File: config.mk
export PLATFORM = sky130hd
export DESIGN_NAME = fetch_queue
export DESIGN_NICKNAME = d
export VERILOG_FILES = /design/src/rtl/cpu_pkg.sv /design/src/rtl/fetch_fifo.sv /design/src/rtl/fetch_queue.sv
export SDC_FILE = /design/constraint.sdc
export NUM_CORES = 1
export LEC_CHECK = 0
export CAP_MARGIN = 20
export CORE_UTILIZATION = 30
export CTS_CLUSTER_DIAMETER = 40
export DETAILED_ROUTE_END_ITERATION = 8
export HOLD_SLACK_MARGIN = 0.03
export MAX_ROUTING_LAYER = met4
export PLACE_DENSITY = 0.57
export SLEW_MARGIN = 20
export SYNTH_ARGS = -nofsm -noshare
export SYNTH_HDL_FRONTEND = slang
export SYNTH_SLANG_ARGS = --single-unit
File: constraint.sdc
create_clock -name clk -period 3.9 [get_ports clk]
set_input_delay 1.17 -clock clk [delete_from_list [all_inputs] [get_ports clk]]
set_output_delay 1.17 -clock clk [all_outputs]
set_load 0.03 [all_outputs]
File: src/rtl/cpu_pkg.sv
// ---------------------------------------------------------------------------
// cpu_pkg -- types and constants shared by the front-end stages.
//
//   XLEN           datapath / address width
//   NOP_INSTR      canonical RV32I NOP (addi x0, x0, 0) driven when idle
//   fetch_entry_t  one fetched instruction and the PC it was fetched from
//   word_align()   clears the byte-offset bits of an address
// ---------------------------------------------------------------------------
package cpu_pkg;

  localparam int XLEN = 32;

  localparam logic [XLEN-1:0] NOP_INSTR = 32'h0000_0013;

  typedef struct packed {
    logic [XLEN-1:0] pc;
    logic [XLEN-1:0] instr;
  } fetch_entry_t;

  function automatic logic [XLEN-1:0] word_align(input logic [XLEN-1:0] addr);
    return addr & ~XLEN'(3);
  endfunction

endpackage

File: src/rtl/fetch_fifo.sv
// ---------------------------------------------------------------------------
// fetch_fifo -- DEPTH-entry synchronous FIFO of fetch entries.
//
// Ports
//   clk        clock, rising edge
//   rst        asynchronous active-low reset
//   clear      drops every entry; wins over push and pop
//   push       write push_data at the tail (ignored when full and not popping)
//   push_data  entry to write
//   pop        remove the head entry (ignored when empty)
//   head       current head entry; contents undefined while empty
//   count      number of valid entries, 0..DEPTH
//   empty      count == 0
//
// DEPTH must be a power of two so the pointers wrap for free.
// ---------------------------------------------------------------------------
module fetch_fifo
  import cpu_pkg::*;
#(
  parameter  int DEPTH = 4,
  localparam int AW    = $clog2(DEPTH),
  localparam int CW    = AW + 1
) (
  input  logic          clk,
  input  logic          rst,
  input  logic          clear,
  input  logic          push,
  input  fetch_entry_t  push_data,
  input  logic          pop,
  output fetch_entry_t  head,
  output logic [CW-1:0] count,
  output logic          empty
);

  fetch_entry_t  mem [DEPTH];
  logic [AW-1:0] rd_ptr;
  logic [AW-1:0] wr_ptr;
  logic          full;
  logic          do_push;
  logic          do_pop;

  assign empty   = (count == '0);
  assign full    = (count == CW'(DEPTH));
  assign do_pop  = pop && !clear && !empty;
  // A full FIFO can still accept a write when the head leaves in the same cycle.
  assign do_push = push && !clear && (!full || do_pop);
  assign head    = mem[rd_ptr];

  // NOTE: sequential state uses non-blocking assignments so every flop samples
  // the pre-edge values regardless of statement order.
  always_ff @(posedge clk or negedge rst) begin
    if (!rst) begin
      rd_ptr <= '0;
      wr_ptr <= '0;
      count  <= '0;
    end else if (clear) begin
      rd_ptr <= '0;
      wr_ptr <= '0;
      count  <= '0;
    end else begin
      if (do_push) wr_ptr <= wr_ptr + AW'(1);
      if (do_pop)  rd_ptr <= rd_ptr + AW'(1);
      count <= count + CW'(do_push) - CW'(do_pop);
    end
  end

  // NOTE: the storage array has no reset; count/pointers alone define which
  // entries are valid, and leaving it unreset lets it map onto plain RAM/flops
  // without a reset tree.
  always_ff @(posedge clk) begin
    if (do_push) mem[wr_ptr] <= push_data;
  end

  // The producer is expected to respect the capacity; a write into a full,
  // non-draining FIFO would silently lose an instruction.
  push_into_full : assert property (
    @(posedge clk) disable iff (!rst) !(push && full && !pop && !clear)
  );

endmodule

File: src/rtl/fetch_queue.sv
// ---------------------------------------------------------------------------
// fetch_queue -- instruction prefetch unit between a ready/valid instruction
// memory and the IF/ID register.
//
// Issues sequential word fetches ahead of decode, buffers in-order responses
// in a fetch_fifo and presents one instruction per cycle with its PC. A
// redirect flushes the buffer and marks every outstanding request as stale so
// its response is discarded when it eventually returns.
//
// Parameters
//   DEPTH        queue entries; also the cap on outstanding + buffered words
//   RESET_PC     first fetch address after reset
//
// Ports
//   clk          clock, rising edge
//   rst          asynchronous active-low reset
//   req_valid    fetch request valid
//   req_addr     word address of the request (bits [1:0] always 0)
//   req_ready    memory accepts the request
//   resp_valid   instruction word returned, in request order
//   resp_data    returned instruction
//   out_valid    out_pc/out_instr hold a valid instruction
//   out_pc       PC of out_instr (0 when idle)
//   out_instr    instruction (NOP when idle)
//   out_ready    pipeline consumes the head entry
//   redirect     flush and restart fetch at redirect_pc
//   redirect_pc  new fetch PC; bits [1:0] ignored
//
// Build option
//   FETCH_QUEUE_BYPASS_EN  when defined and the queue is empty, a non-stale
//                          response is forwarded combinationally to out_*;
//                          if out_ready is high it is consumed and not pushed.
// ---------------------------------------------------------------------------
module fetch_queue
  import cpu_pkg::*;
#(
  parameter int              DEPTH    = 4,
  parameter logic [XLEN-1:0] RESET_PC = 32'h0
) (
  input  logic            clk,
  input  logic            rst,
  output logic            req_valid,
  output logic [XLEN-1:0] req_addr,
  input  logic            req_ready,
  input  logic            resp_valid,
  input  logic [XLEN-1:0] resp_data,
  output logic            out_valid,
  output logic [XLEN-1:0] out_pc,
  output logic [XLEN-1:0] out_instr,
  input  logic            out_ready,
  input  logic            redirect,
  input  logic [XLEN-1:0] redirect_pc
);

  localparam int CW = $clog2(DEPTH) + 1;

  logic            running;
  logic [XLEN-1:0] fetch_pc;
  logic [XLEN-1:0] resp_pc;
  logic [CW-1:0]   inflight;
  logic [CW-1:0]   stale;
  logic [CW-1:0]   count;
  logic [CW:0]     credit_used;
  fetch_entry_t    head;
  fetch_entry_t    push_data;
  logic            empty;
  logic            issue;
  logic            resp_fire;
  logic            resp_keep;
  logic            bypass;
  logic            push;
  logic            pop;

  // ---------------------------------------------------------------- issue --
  // Every outstanding request (stale ones included) holds a queue slot, so a
  // returning word can always be pushed.
  assign credit_used = {1'b0, count} + {1'b0, inflight};
  assign req_valid   = running && !redirect && (credit_used < (CW+1)'(DEPTH));
  assign req_addr    = fetch_pc;
  assign issue       = req_valid && req_ready;

  // ------------------------------------------------------------- response --
  // A response with nothing outstanding is a protocol error and is ignored.
  assign resp_fire = resp_valid && (inflight != '0);
  // During a redirect the arriving word belongs to the old stream.
  assign resp_keep = resp_fire && !redirect && (stale == '0);

`ifdef FETCH_QUEUE_BYPASS_EN
  assign bypass = resp_keep && empty;
`else
  assign bypass = 1'b0;
`endif

  assign push      = resp_keep && !(bypass && out_ready);
  assign pop       = out_ready && !empty && !redirect;
  assign push_data = '{pc: resp_pc, instr: resp_data};

  fetch_fifo #(
    .DEPTH (DEPTH)
  ) u_fifo (
    .clk       (clk),
    .rst       (rst),
    .clear     (redirect),
    .push      (push),
    .push_data (push_data),
    .pop       (pop),
    .head      (head),
    .count     (count),
    .empty     (empty)
  );

  // -------------------------------------------------------------- outputs --
  // NOTE: every output gets a default before the if-chain so no path leaves a
  // variable unassigned, which would otherwise infer a latch.
  always_comb begin
    out_valid = 1'b0;
    out_pc    = '0;
    out_instr = NOP_INSTR;
    if (!empty) begin
      out_valid = 1'b1;
      out_pc    = head.pc;
      out_instr = head.instr;
    end else if (bypass) begin
      out_valid = 1'b1;
      out_pc    = resp_pc;
      out_instr = resp_data;
    end
  end

  // ------------------------------------------------- credit / stale / PCs --
  always_ff @(posedge clk or negedge rst) begin
    if (!rst) begin
      running  <= 1'b0;
      fetch_pc <= word_align(RESET_PC);
      resp_pc  <= word_align(RESET_PC);
      inflight <= '0;
      stale    <= '0;
    end else begin
      // Holds issue off until the first edge after reset release.
      running <= 1'b1;
      if (redirect) begin
        fetch_pc <= word_align(redirect_pc);
        resp_pc  <= word_align(redirect_pc);
        // No issue this cycle; everything still outstanding is now stale,
        // except a word returning right now, which is dropped immediately.
        inflight <= inflight - CW'(resp_fire);
        stale    <= inflight - CW'(resp_fire);
      end else begin
        if (issue)     fetch_pc <= fetch_pc + XLEN'(4);
        if (resp_keep) resp_pc  <= resp_pc + XLEN'(4);
        inflight <= inflight + CW'(issue) - CW'(resp_fire);
        if (resp_fire && (stale != '0)) stale <= stale - CW'(1);
      end
    end
  end

  req_addr_aligned : assert property (
    @(posedge clk) disable iff (!rst) req_addr[1:0] == 2'b00
  );

endmodule

======== Word level (Yosys, flattened, before mapping) ========
Memory sizes are Yosys's and may differ from the RTL's.
Cells that the tools add are included.
word-level totals
  flip-flop bits (word level) ............. 78
  memory bits (read-only) ................. 0
  output and inout port bits .............. 98
  memories ................................ 1
  bits in latches ......................... 0
  memory bits (writable) .................. 256
  input bits .............................. 70
  logic and storage cells ................. 65
operators by class
  muxes and demuxes ....................... 17
  $lt $le $gt $ge ......................... 1
  bitwise gates (word level) .............. 0
  shift-type cells ........................ 0
  reductions and logical operators ........ 26
  add/subtract/negate cells ............... 11
  $mul .................................... 0
  equality and inequality tests ........... 1
  div/mod/pow operators ................... 0
memory list
  name        words  width  read ports  clocked after Yosys merged registers in  write ports  line              source
  u_fifo.mem  4      64     1           0                                        1            fetch_fifo.sv:35  fetch_entry_t mem [DEPTH];
operators by type and width
  operator                                             count
  2-to-1 mux 32 bit                                    6
  adder 32 x 3 -> 32 bit (second input constant)       2
  logical AND 1 bit                                    13
  2-to-1 mux 3 bit                                     4
  nonzero test 2 bit                                   5
  subtractor 3 x 1 -> 3 bit                            3
  2-to-1 mux 2 bit                                     4
  adder 3 x 1 -> 3 bit                                 2
  zero test 3 bit                                      2
  nonzero test 3 bit                                   2
  adder 2 x 1 -> 2 bit (second input constant)         2
  adder 3 x 3 -> 4 bit                                 1
  < comparator 4 x 3 -> 1 bit (second input constant)  1
  == test 3 bit (second input constant)                1
  zero test 1 bit                                      3
  2-to-1 mux 1 bit                                     3
  subtractor 3 x 1 -> 3 bit (second input constant)    1
  logical OR 1 bit                                     1

======== Depth between registers and ports, before layout ========
Gate-level depths: netlist of run 1.
  word-level depth ........................ 11
  gate-level depth with buffers ........... 14
  depth with buffers taken out ............ 11

======== Cells and area by module ========
A second synthesis of run 1 with hierarchy kept.
unflattened totals
  cell total of the unflattened synthesis .. 870
  area total of the unflattened synthesis .. 14214.9 um^2
modules (own cells, without submodules)
  module       seq. area each (um^2)  cells each  instances  area each (um^2)
  fetch_fifo   7862.5                 377         1          9701.8
  fetch_queue  1676.6                 493         1          4513.1

======== Worst setup path after synthesis of run 1 ========
No wires, ideal clock.
  path type ............................... input port to flip-flop
  from .................................... input port redirect
  to ...................................... memory u_fifo.mem[1][0] in the netlist's numbering, enable pin
  arrival time ............................ 3528 ps
  required time ........................... 3474 ps
  library setup time ...................... 426 ps
  setup slack ............................. -55 ps
  stages on the path ...................... 4
  path buffers ............................ 1
  cell sequence ........................... or3b_1 -> clkbuf_1 -> nor3_2 -> and2_1
on the way
  word-level cells in the longest chain between the ends .. 8
  elaborated cells between the ends (all ways) .. 11
  classes of those cells .................. mux: 2; reduce/logical: 9
RTL lines
  item                                      line               source
  from (decl)                               fetch_queue.sv:51  input logic redirect,
  zero test 1 bit *                         --
  logical AND 1 bit                         fetch_queue.sv:95  assign pop = out_ready && !empty && !redirect;
  logical AND 1 bit (2 in series)           fetch_fifo.sv:44   assign do_pop = pop && !clear && !empty;
  logical OR 1 bit                          fetch_fifo.sv:46   assign do_push = push && !clear && (!full || do_pop);
  logical AND 1 bit *                       fetch_fifo.sv:46
  2-to-1 mux 1 bit *                        fetch_fifo.sv:71   if (do_push) mem[wr_ptr] <= push_data;
  2-to-1 mux 1 bit (implied by the code) *  fetch_fifo.sv:71
  to (decl)                                 fetch_fifo.sv:35
Mark *: on every way between the ends. The rest lies on a longest branch, timed or not.

======== Worst setup path in the final report of run 1 ========
  from .................................... register u_fifo.rd_ptr[0]
  to ...................................... output port out_instr[28]
on the way
  word-level cells in the longest chain between the ends .. 2
RTL lines
  item                    line                source
  from (decl)             fetch_fifo.sv:36    logic [AW-1:0] rd_ptr;
  from (signal assigned)  fetch_fifo.sv:62    if (do_pop) rd_ptr <= rd_ptr + AW'(1);
  memory (4 x 64 bit)     --
  2-to-1 mux 32 bit       fetch_queue.sv:119  if (!empty) begin
  to (decl)               fetch_queue.sv:49   output logic [XLEN-1:0] out_instr,
No other way between the ends.

==> metrics.md, run 1 <==
| Metric | Value |
|---|---|
| Result of the run | completed |
| Total global-route track usage | 14.8% |
| Synth top area cells | edfxtp_1, dfrtp_1, mux4_2 |
| Total CTS buffers | 47 |
| Wire length per cell | 19.4 um |
| Site Rows | 78 |
| Die ar. | 47800 um2 |
| Mapped Area | 14100 um2 |
| I/O pins | 168 |
| Skew final | 0.0117 ns |
| Multiplexer share of the synthesized area | 10.7% |
| CP startpoint kind | register |
| Clock Latency Late Sink | 0.55 ns |
| Sink Count | 322 |
| IO Port Bufs | 161 |
| RSZ-0062 raised after global routing | false |
| Vias/cell | 5.04 |
| DRC | 0 |
| Cells after synthesis | 929 |
| Register area share after synthesis | 66.1% |
| Final nets | 1216 |
| Sw Pwr | 0.00375 W |
| Leading area contributor after synthesis | edfxtp_1 |
| Initial Utilization | 30.7% |
| Arr. time, crit path | 2.59 ns |
| Max-cap violations | 0 |
| FF-to-FF Start | inflight[2] |
| Via count | 8903 |
| Critical Path Sink Type | output pin |
| Synth Area in Simple Gates | 12.5% |
| Largest net degree at the start of global routing | 52 |
| Reg2reg end | inflight[2] |
| Crit path from | u_fifo.rd_ptr[0] |
| Adder-Cell Fraction of Synth Area | 1.71% |
| Final Critical Period | 3.76 ns |
| FMAX | 0.266 GHz |
| Setup_tns | 0 ns |
| Sw frac | 31.9% |
| Core footprint | 45900 um2 |
| Pins Over Slew Limit | 0 |
| Internal Dissipation | 0.00800 W |
| Worst relative slew slack | 32.7% |
| Vias in the first global route | 9023 |
| Clock share of power | 36.1% |
| Most used DFF post-synth | edfxtp_1 |
| Initial antenna violation count | 2 |
| WL final | 34300 um |
| Congestion Overflow GR | 0 |
| Post-synth EDFFs | 248 |
| DPL Wire Length | 22500 um |
| Post-synthesis register bit count | 322 |
| Largest family of logic cells by synthesized area | simple AND/OR/NAND/NOR gates |
| Drt pass-1 iters | 5 |
| Logic pwr share | 28.6% |
| First DRT Iteration DRCs | 479 |
| Yosys warns | 0 |
| Crit Path Max Fanout | 12 |
| Reg area | 9300 um2 |
| Clock-pin slew on the worst setup and hold paths | 0.06 ns |
| Avg Synthesized Cell Area | 15.1 um2 |
| Die W | 219 um |
| Share of the synthesized area in the top cell type | 52.9% |
| Final Setup Violations | 0 |
| Hold Fails Final Rpt | 0 |
| Die H | 219 um |
| Synthesis-to-finish area growth | 29.1% |
| GPL Wtd Cong | 0.796 |
| R2r worst-path depth | 11 |
| H-Tree Depth | 2 |
| CP Data Required Time | 2.73 ns |
| Lkg Pwr | 6.20 nW |
| Multi-input gate area | 4430 um2 |
| CTS tree | done |
| Critical Path End | out_instr[28] |
| Total power per unit cell area | 646 nW/um2 |
| Hold depth | 1 |
| Tcrit/Tclk final | 96.5% |
| Fillers | 4277 |
| Share of layout cells above drive strength 1 | 20.2% |
| Core Util, Final | 39.6% |
| DRT antenna net count | 0 |
| First-pass GRT wire length | 52600 um |
| Async set-reset flop share out of synthesis | 23.0% |
| Compound-gate portion of the synthesized area | 5.33% |
| Sequential share of power | 35.3% |
| Max IR drop VDD | 0.000290 V |
| Kind of critical path | reg -> out |
| Xor-xnor portion of the synthesized cell area | 1.06% |
| R2r setup slk | 1.05 ns |
| Distinct cells, synth | 59 |
| Clk Tree Root Cell | clkbuf_16 |
| Slew @ Worst Pin | 1.01 ns |
| CTS Hold Bufs | 0 |
| CTS Buffer Depth | 3 |
| Min-Delay Path Class | reg -> reg |
sequential cells by signal, indices dropped and copies added, names as in the netlist:
register,count
inflight,3
resp_pc,30
u_fifo.count,3
u_fifo.rd_ptr,2
u_fifo.wr_ptr,2
stale,3
req_addr,30
running,1
u_fifo.mem,248
worst min-delay path by stage:
| stage | from | endpoint | slack [ns] |
|---|---|---|---|
| detailed placement | req_addr[31] | req_addr[31] | 0.56 |
| global placement | inflight[2] | inflight[2] | 0.55 |
| global route | inflight[2] | inflight[2] | 0.60 |
| CTS | inflight[2] | inflight[2] | 0.57 |
| finish | inflight[2] | inflight[2] | 0.57 |
| floorplan | resp_pc[31] | u_fifo.mem[0][63] | 0.48 |
area by class of cell:
class | count | share of cell area, %
inverters | 31 | 0.654
well taps | 600 | 4.13
multi-input cells | 524 | 24.4
clock buffers | 52 | 6.69
clock inverters | 34 | 2.05
flip-flops and latches | 322 | 51.2
diodes | 2 | 0.0275
repair buffers | 202 | 10.9
per-layer routing:
| layer | wire (um) | vias to the layer above | track usage (%) | share of wire (%) |
|---|---|---|---|---|
| met5 | 0 | - | - | 0 |
| met2 | 15600 | 269 | 22.5 | 46 |
| met4 | 578 | 0 | 3.99 | 1.7 |
| li1 | - | 4069 | - | - |
| met3 | 2040 | 42 | 2.99 | 5.9 |
| met1 | 16100 | 4523 | 20.2 | 47 |
cell families (layout without fill, tap and decap cells):
group                    Yosys count  count (layout)
other                              2               7
multiplexers                      72              72
adder cells (fa/ha/maj)           18              18
AND/OR/NAND/NOR                  301             301
buffers and inverters             86             319
flip-flops                       322             322
XOR/XNOR                          17              17
AO/OA/AOI/OAI                    111             111
worst max-delay path: stages, from the launching register on:
cell and delay [ns]:
dfrtp_4 0.42, buf_4 0.17, buf_12 0.17, mux4_2 0.50
and2_1 0.18, clkdlybuf4s50_1 0.59
through the flow:
step | instances | worst slack, ns | area, um2 | hold WS [ns] | power [W]
5_1_grt | 1767 | 0.0103 | 18200 | 0.601 | 0.0123
6_report | 1767 | 0.137 | 18200 | 0.569 | 0.0117
3_3_place_gp | 1674 | 0.380 | 16500 | 0.550 | 0.00754
3_5_place_dp | 1674 | 0.379 | 16500 | 0.559 | 0.00757
4_1_cts | 1765 | 0.0402 | 18200 | 0.572 | 0.0119
2_1_floorplan | 932 | 0.551 | 14100 | 0.476 | 0.00621
cell usage after synthesis, drive strengths merged, types with 2 or more instances:
library cell	count
conb	2
o31ai	21
buf	22
a21boi	2
mux2i	6
mux4	62
or4b	2
fa	2
nand4	21
o21ai	18
or3	10
o21bai	2
clkbuf	33
nand2b	3
and3	8
ha	16
o211ai	14
nor4	12
nor3	10
xor2	5
nor4b	2
mux2	4
nor2	32
and4	9
nand2	45
xnor2	12
a21oi	11
inv	30
and2	65
nand4b	2
a31oi	25
edfxtp	248
or2	3
dfrtp	74
a221o	3
nor2b	3
nand3	35
a22oi	7
or4	34
a21o	3
power groups by stage:
stage / registers, W / clock network [W] / logic (W)
2_1_floorplan: 0.00421 / 0 / 0.00200
3_3_place_gp: 0.00424 / 0 / 0.00330
3_5_place_dp: 0.00425 / 0 / 0.00332
4_1_cts: 0.00414 / 0.00434 / 0.00342
5_1_grt: 0.00418 / 0.00447 / 0.00362
6_report: 0.00415 / 0.00424 / 0.00336
placed cells by master, fill, tap and decap left out, types with 7 or more instances in the layout:
master,netlist,routed
inv_1,29,28
edfxtp_1,248,248
clkdlybuf4s50_1,0,129
a21oi_1,11,11
or3_1,10,10
nor3_1,9,8
ha_1,16,16
and2_1,65,61
inv_6,0,8
or4_1,34,34
mux4_2,62,62
nand3_1,33,33
xnor2_1,12,12
nand4_1,21,21
o31ai_1,20,20
buf_12,0,11
buf_4,5,60
nor2_1,32,32
nand2_1,45,45
a31oi_1,25,25
a22oi_1,7,7
dfrtp_1,74,72
o211ai_1,14,14
and4_1,9,9
nor4_1,12,12
and3_1,8,8
clkbuf_16,0,48
o21ai_0,18,18
timing repair:
item / CTS / global route
gates resized for setup: 1 / 2
setup buffers: 5 / 0
pin swaps: 0 / 0
endpoints found under the setup margin: 33 / 9
Note: power is estimated with default switching activity, not from simulation.
==> inputs of run 2 (changes only) <==
--- a/config.mk
+++ b/config.mk
@@ -5,6 +5,7 @@
 export SDC_FILE = /design/constraint.sdc
 export NUM_CORES = 1
 export LEC_CHECK = 0
+export ABC_AREA = 1
 export CAP_MARGIN = 20
 export CORE_UTILIZATION = 30
 export CTS_CLUSTER_DIAMETER = 40
==> run 2 against run 1 <==
  * Cell area increased by 6.0%
  * Utilization decreased by 0.26 points
  * Cell count increased by 35%
  * Clock-buffer cell count increased by 2
  * Routed wire length increased by 15%
  * Non-clock buffer count decreased by 20
  * Clock skew increased by 0.0029 ns
  * Maximum frequency increased by 0.56%
  * Synthesized cell count increased by 63%
  * Via count increased by 25%
  * Sequential cell count unchanged
  * Critical path type unchanged
  * Largest power group unchanged
==> metrics.md, run 2 <==
| Metric | Value |
|---|---|
| DRT antenna net count | 0 (unchanged) |
| Hold Fails Final Rpt | 0 (unchanged) |
| CTS Buffer Depth | 3 (unchanged) |
| Core footprint | 49000 um2 (+6.7%) |
| First DRT Iteration DRCs | 691 (+44%) |
| Clock share of power | 34.8% (-1.3 points) |
| Initial antenna violation count | 1 (-1) |
| Drt pass-1 iters | 7 (+2) |
| Synthesis-to-finish area growth | 29.4% |
| Yosys warns | 0 (unchanged) |
| Pre-CTS setup slack | 0.474 ns (+0.0943 ns) |
| Final Non-Filler Cells | 2386 (+35%) |
| Reg2reg end | u_fifo.count[2] |
| Max-cap violations | 0 (unchanged) |
| Total CTS buffers | 49 (+4.3%) |
| Final Cell Area | 19300 um2 (+6.0%) |
| Worst relative slew slack | 51.0% (+18 points) |
| Lkg Pwr | 7.37 nW (+19%) |
| Initial Utilization | 30.4% (-0.25 points) |
| Mapped Area | 14900 um2 (+5.8%) |
| Antenna diodes | 0 (-2) |
| Share of layout cells above drive strength 1 | 11.1% (-9.0 points) |
| DRC | 0 (unchanged) |
| Max reg flops | 248 (unchanged) |
| CP Data Required Time | 2.73 ns (about the same) |
| Sw Pwr | 0.00437 W (+17%) |
| Congestion Overflow GR | 0 (unchanged) |
| Cells after synthesis | 1518 (+63%) |
| First-pass GRT wire length | 60100 um (+14%) |
| Clock-pin slew on the worst setup and hold paths | 0.05 ns (about the same) |
| Max IR drop VDD | 0.000431 V (+49%) |
| Crit-path most repeated cell | nor2_1 |
| Final nets | 1770 (+46%) |
| FMAX | 0.267 GHz (+0.56%) |
| Post-synthesis register bit count | 322 (unchanged) |
| Placed Cells | 2295 (+37%) |
| Largest net degree at the start of global routing | 95 (+83%) |
| Leading area contributor after synthesis | edfxtp_1 |
| Multi-input gate area | 4910 um2 (+11%) |
| CP startpoint kind | register |
| CTS tree | done |
| Slowest CP cell | clkdlybuf4s50_1 |
| Synth top area cells | edfxtp_1, dfrtp_1, nor2_1 |
| Slew @ Worst Pin | 0.735 ns (-0.274 ns) |
| Most frequent cells in the layout | nor2_1, edfxtp_1, nand2_1, o21ai_0, clkdlybuf4s50_1 |
| Sw frac | 34.8% (+2.8 points) |
| Wire length per cell | 16.5 um (-15%) |
| Total chip power | 0.0126 W (+7.1%) |
| Worst hold slack | 0.566 ns (-0.00374 ns) |
| Total global-route track usage | 16.0% (+1.1 points) |
| Most used DFF post-synth | edfxtp_1 |
| R2r worst-path depth | 14 (+3) |
| CTS Hold Bufs | 0 (unchanged) |
| I/O pins | 168 (unchanged) |
| Worst-case hold path end point | u_fifo.wr_ptr[1] |
| Logic pwr share | 31.1% (+2.5 points) |
| Post CTS Setup Buffer Count | 0 (-5) |
| Die H | 225 um (+2.9%) |
| R2r setup slk | 1.26 ns (+0.21 ns) |
| H-Tree Depth | 2 (unchanged) |
| Vias/cell | 4.67 (-7.3%) |
| Die ar. | 50500 um2 (+5.8%) |
| Min-Delay Path Class | reg -> reg |
| Most common cell after layout, fill and taps aside | nor2_1 |
| Register area share after synthesis | 62.4% (-3.6 points) |
| Crit Path Max Fanout | 33 (+21) |
| IO Port Bufs | 161 (unchanged) |
| Post-synth EDFFs | 248 (unchanged) |
| Arr. time, crit path | 2.57 ns (-0.02 ns) |
| Avg Synthesized Cell Area | 9.81 um2 (-35%) |
| Die W | 225 um (+2.9%) |
| Internal Dissipation | 0.00820 W (+2.6%) |
| Crit-path cells | buf_4 > nor2_1 > nor2_1 > o21ai_0 > a21oi_1 > clkdlybuf4s50_1 |
| Sequential share of power | 34.1% (-1.2 points) |
| Crit path from | u_fifo.rd_ptr[0] |
| DPL Wire Length | 23900 um (+6.1%) |
| Final Critical Period | 3.74 ns (-0.0209 ns) |
| Skew final | 0.0146 ns (+0.00293 ns) |
| Reg area | 9300 um2 (unchanged) |
| FF-to-FF Start | u_fifo.count[1] |
| Async set-reset flop share out of synthesis | 23.0% (unchanged) |
| Clk Tree Root Cell | clkbuf_16 |
| Worst Hold Launch | u_fifo.wr_ptr[1] |
| WL final | 39400 um (+15%) |
| Total power per unit cell area | 653 nW/um2 (+0.99%) |
| Pins Over Slew Limit | 0 (unchanged) |
| Distinct cells, synth | 45 (-24%) |
| Critical Path Sink Type | output pin |
| Kind of critical path | reg -> out |
| Vias in the first global route | 10686 (+18%) |
| Tcrit/Tclk final | 96.0% (-0.53 points) |
| Fillers | 4753 (+11%) |
| Max incr delay on CP | 0.72 ns (+0.13 ns) |
| Result of the run | completed |
| GPL Wtd Cong | 0.924 (+16%) |
| List of most frequent post-synthesis cells | nor2_1, edfxtp_1, nand2_1 |
| Clock Latency Late Sink | 0.57 ns (+0.02 ns) |
| RSZ-0062 raised after global routing | false |
| Final Setup Violations | 0 (unchanged) |
| Count leader, synth | nor2_1 |
| Via count | 11145 (+25%) |
| Placed Area | 17600 um2 (+6.4%) |
| Share of the synthesized area in the top cell type | 50.0% (-2.9 points) |
| Site Rows | 81 (+3.8%) |
| Most flops, register | u_fifo.mem |
| Hold depth | 2 (+1) |
| Fin worst setup slack | 0.157 ns (+0.0209 ns) |
| Sink Count | 322 (unchanged) |
==> run 2: cell types whose count changed in the layout (fill, tap and decap cells not counted), moves of 26 or more <==
cell,previous run,this run
a21oi_1,11,97
and2_1,61,2
buf_12,11,37
buf_4,60,13
inv_1,28,84
mux4_2,62,0
nand2_1,45,237
nand3_1,33,86
nor2_1,32,336
o21ai_0,18,145
or4_1,34,0
==> run 2: layout make-up <==
class | instances | share of cell area [%]
multi-input cells | 1032 | 25.5
well taps | 664 | 4.31
clock inverters | 37 | 2.06
repair buffers | 182 | 11.4
clock buffers | 54 | 6.57
inverters | 95 | 1.90
flip-flops and latches | 322 | 48.3
==> run 2: stage by stage <==
step                      TNS (ns)  util, %
after global placement           0     35.9
final                            0     39.4
after detailed placement         0     35.9
after floorplan            -231.16        -
after global routing             0     39.4
after CTS                        0     39.3
==> run 2: power groups by stage <==
stage | Combinational, W | Sequential [W] | Clock [W]
final | 0.00391 | 0.00429 | 0.00437
after detailed placement | 0.00396 | 0.00435 | 0
after floorplan | 0.00214 | 0.00436 | 0
after global placement | 0.00392 | 0.00434 | 0
after global routing | 0.00425 | 0.00433 | 0.00464
after CTS | 0.00397 | 0.00428 | 0.00449
==> run 2: worst max-delay path by stage <==
stage | depth (start not counted) | endpoint
after global routing | 5 | out_instr[8]
after global placement | 11 | inflight[2]
after floorplan | 6 | u_fifo.mem[0][0]
final | 6 | out_instr[30]
after detailed placement | 11 | inflight[2]
after CTS | 6 | out_pc[13]
==> run 2: what timing repair did <==
action / 4_1_cts / 5_1_grt
resized for setup: 1 / 13
endpoints found under the setup margin: 1 / 11
cloned: 0 / 0
==> run 2: metal layers <==
layer / vias up / part of all wire, % / wire length [um] / global-route usage (%)
met5: - / 0 / 0 / -
met4: 0 / 2.1 / 836 / 4.52
met3: 64 / 6.1 / 2400 / 3.63
met2: 343 / 46 / 18100 / 24.8
met1: 5269 / 46 / 18000 / 20.9
li1: 5469 / - / - / -
==> run 2: critical path, delay by kind of cell, from the launching register on <==
| family | cells | cell delay [ns] |
|---|---|---|
| AOI/OAI and AO/OA | 2 | 0.27 |
| buffers and inverters | 2 | 1.08 |
| DFF | 1 | 0.45 |
| and+or+nand+nor | 2 | 0.20 |
==> run 2: kinds of logic (layout without fill, tap and decap cells) <==
family / count (synthesis) / after routing / share of synthesized area [%]
AND/OR/NAND/NOR: 726 / 726 / 20.7
flip-flops: 322 / 322 / 62.4
AO/OA/AOI/OAI: 269 / 269 / 9.44
buffers and inverters: 167 / 368 / 4.94
adder cells (fa/ha/maj): 18 / 18 / 1.61
XOR/XNOR: 14 / 14 / 0.823
other: 2 / 5 / 0.0504
==> inputs of run 3 (changes only) <==
--- a/config.mk
+++ b/config.mk
@@ -9,6 +9,7 @@
 export CAP_MARGIN = 20
 export CORE_UTILIZATION = 30
 export CTS_CLUSTER_DIAMETER = 40
+export CTS_CLUSTER_SIZE = 24
 export DETAILED_ROUTE_END_ITERATION = 8
 export HOLD_SLACK_MARGIN = 0.03
 export MAX_ROUTING_LAYER = met4
==> run 3 against run 2 <==
  * Sequential power barely moved
  * Routed wire length fell by 0.54%
  * Critical endpoint is now out_instr[27]
  * Utilization rose by 0.067 points
  * Non-clock buffer count did not move
  * Die area did not move
  * Clock-buffer cell count did not move
  * Sequential cell count did not move
  * Cell area rose by 0.17%
  * Global-route usage barely moved
  * Power rose by 0.63%
==> metrics.md, run 3 (synthesis gave the netlist of run 2 again) <==
| Metric | Value |
|---|---|
| GPL Wtd Cong | 0.924 (unchanged) |
| Clk Tree Root Cell | clkbuf_16 |
| Worst Hold Launch | u_fifo.wr_ptr[1] |
| Initial Utilization | 30.4% (unchanged) |
| Total chip power | 0.0127 W (+0.63%) |
| Kind of critical path | reg -> out |
| Wire length per cell | 16.4 um (-0.54%) |
| Synthesis-to-finish area growth | 29.6% |
| Clock Latency Late Sink | 0.58 ns (about the same) |
| Hold Fails Final Rpt | 0 (unchanged) |
| Max-cap violations | 0 (unchanged) |
| Most common cell after layout, fill and taps aside | nor2_1 |
| Vias/cell | 4.66 (-0.22%) |
| Antenna diodes | 0 (unchanged) |
| First-pass GRT wire length | 60100 um (about the same) |
| I/O pins | 168 (unchanged) |
| Core footprint | 49000 um2 (unchanged) |
| Pins Over Slew Limit | 0 (unchanged) |
| Skew final | 0.0183 ns (+0.00368 ns) |
| IO Port Bufs | 161 (unchanged) |
| Congestion Overflow GR | 0 (unchanged) |
| WL final | 39100 um (-0.54%) |
| Setup_tns | 0 ns (unchanged) |
| Die ar. | 50500 um2 (unchanged) |
| Worst relative slew slack | 52.2% (+1.2 points) |
| Total global-route track usage | 16.0% (about the same) |
| Clock-pin slew on the worst setup and hold paths | 0.05 ns (about the same) |
| Post CTS Setup Buffer Count | 0 (unchanged) |
| Max IR drop VDD | 0.000497 V (+15%) |
| Result of the run | completed |
| Via count | 11120 (-0.22%) |
| CP Data Required Time | 2.73 ns (about the same) |
| Slew @ Worst Pin | 0.716 ns (-0.0186 ns) |
| Vias in the first global route | 10665 (-0.20%) |
| First DRT Iteration DRCs | 722 (+4.5%) |
| CTS Buffer Depth | 3 (unchanged) |
| H-Tree Depth | 2 (unchanged) |
| Final Setup Violations | 0 (unchanged) |
| DRT antenna net count | 0 (unchanged) |
| Most flops, register | u_fifo.mem |
| Final Critical Period | 3.76 ns (+0.0207 ns) |
| Reg2reg end | u_fifo.count[2] |
| Final nets | 1770 (unchanged) |
| Initial antenna violation count | 1 (unchanged) |
| CP startpoint kind | register |
| Drt pass-1 iters | 7 (unchanged) |
| R2r worst-path depth | 14 (unchanged) |
| Crit Path Max Fanout | 33 (unchanged) |
| Max reg flops | 248 (unchanged) |
| Lkg Pwr | 7.40 nW (+0.34%) |
| Worst-case hold path end point | u_fifo.wr_ptr[1] |
| Largest net degree at the start of global routing | 95 (unchanged) |
| Tcrit/Tclk final | 96.5% (+0.53 points) |
| Die W | 225 um (unchanged) |
| Die H | 225 um (unchanged) |
| DPL Wire Length | 23900 um (unchanged) |
| Share of layout cells above drive strength 1 | 11.2% (+0.058 points) |
| CTS Hold Bufs | 0 (unchanged) |
| Hold depth | 2 (unchanged) |
| Site Rows | 81 (unchanged) |
| Most frequent cells in the layout | nor2_1, edfxtp_1, nand2_1, o21ai_0, clkdlybuf4s50_1 |
| Arr. time, crit path | 2.59 ns (+0.02 ns) |
| FMAX | 0.266 GHz (-0.55%) |
| Total CTS buffers | 49 (unchanged) |
| Min-Delay Path Class | reg -> reg |
| RSZ-0062 raised after global routing | false |
| DRC | 0 (unchanged) |
| Worst hold slack | 0.570 ns (+0.00462 ns) |
| FF-to-FF Start | u_fifo.count[1] |
| Post-cts sizing count | 1 (unchanged) |
| Total power per unit cell area | 656 nW/um2 (+0.46%) |
| Sink Count | 322 (unchanged) |
| Critical Path Sink Type | output pin |
| CTS tree | done |
| R2r setup slk | 1.25 ns (about the same) |
run 3: area by class of cell:
| class | count | area (um2) |
|---|---|---|
| fillers | 4744 | 29600 |
| clock buffers | 54 | 1270 |
| inverters | 95 | 365 |
| repair buffers | 182 | 2200 |
| flip-flops and latches | 322 | 9300 |
| multi-input cells | 1032 | 4910 |
| clock inverters | 37 | 429 |
| well taps | 664 | 831 |
run 3: routing by layer:
metal	GRT usage, %	routed length, um	part of all wire, %
met1	20.8	17700	45
met2	24.8	17900	46
met3	3.59	2530	6.5
met4	4.65	1020	2.6
met5	-	0	0
run 3: worst max path at each step:
stage,startpoint,end,slack [ns],cells after the start
finish,u_fifo.rd_ptr[0],out_instr[27],0.14,6
global route,u_fifo.rd_ptr[0],out_instr[27],0.006,6
CTS,u_fifo.rd_ptr[0],out_pc[13],0.03,6
detailed placement,resp_valid,inflight[2],0.47,11
global placement,resp_valid,inflight[2],0.47,11
floorplan,redirect,u_fifo.mem[0][0],-0.93,6
run 3: through the flow:
stage / cell area, um2 / util (%) / setup slack (ns) / std cells
after floorplan: 14900 / - / -0.932 / 1521
after global placement: 17600 / 35.9 / 0.471 / 2295
final: 19300 / 39.4 / 0.137 / 2386
after global routing: 19300 / 39.4 / 0.00570 / 2386
after CTS: 19300 / 39.4 / 0.0347 / 2386
after detailed placement: 17600 / 35.9 / 0.474 / 2295
run 3: power by group:
| group | switching, W | internal (W) | leakage [nW] |
|---|---|---|---|
| Combinational | 0.00240 | 0.00150 | 3.47 |
| Sequential | 0.000306 | 0.00398 | 3.12 |
| Clock | 0.00172 | 0.00274 | 0.811 |
run 3: critical path: stages, from the launching register on:
cell and delay (ns):
dfrtp_4 0.45, buf_4 0.37, nor2_1 0.10, nor2_1 0.09, o21ai_0 0.08, a21oi_1 0.21, clkdlybuf4s50_1 0.71
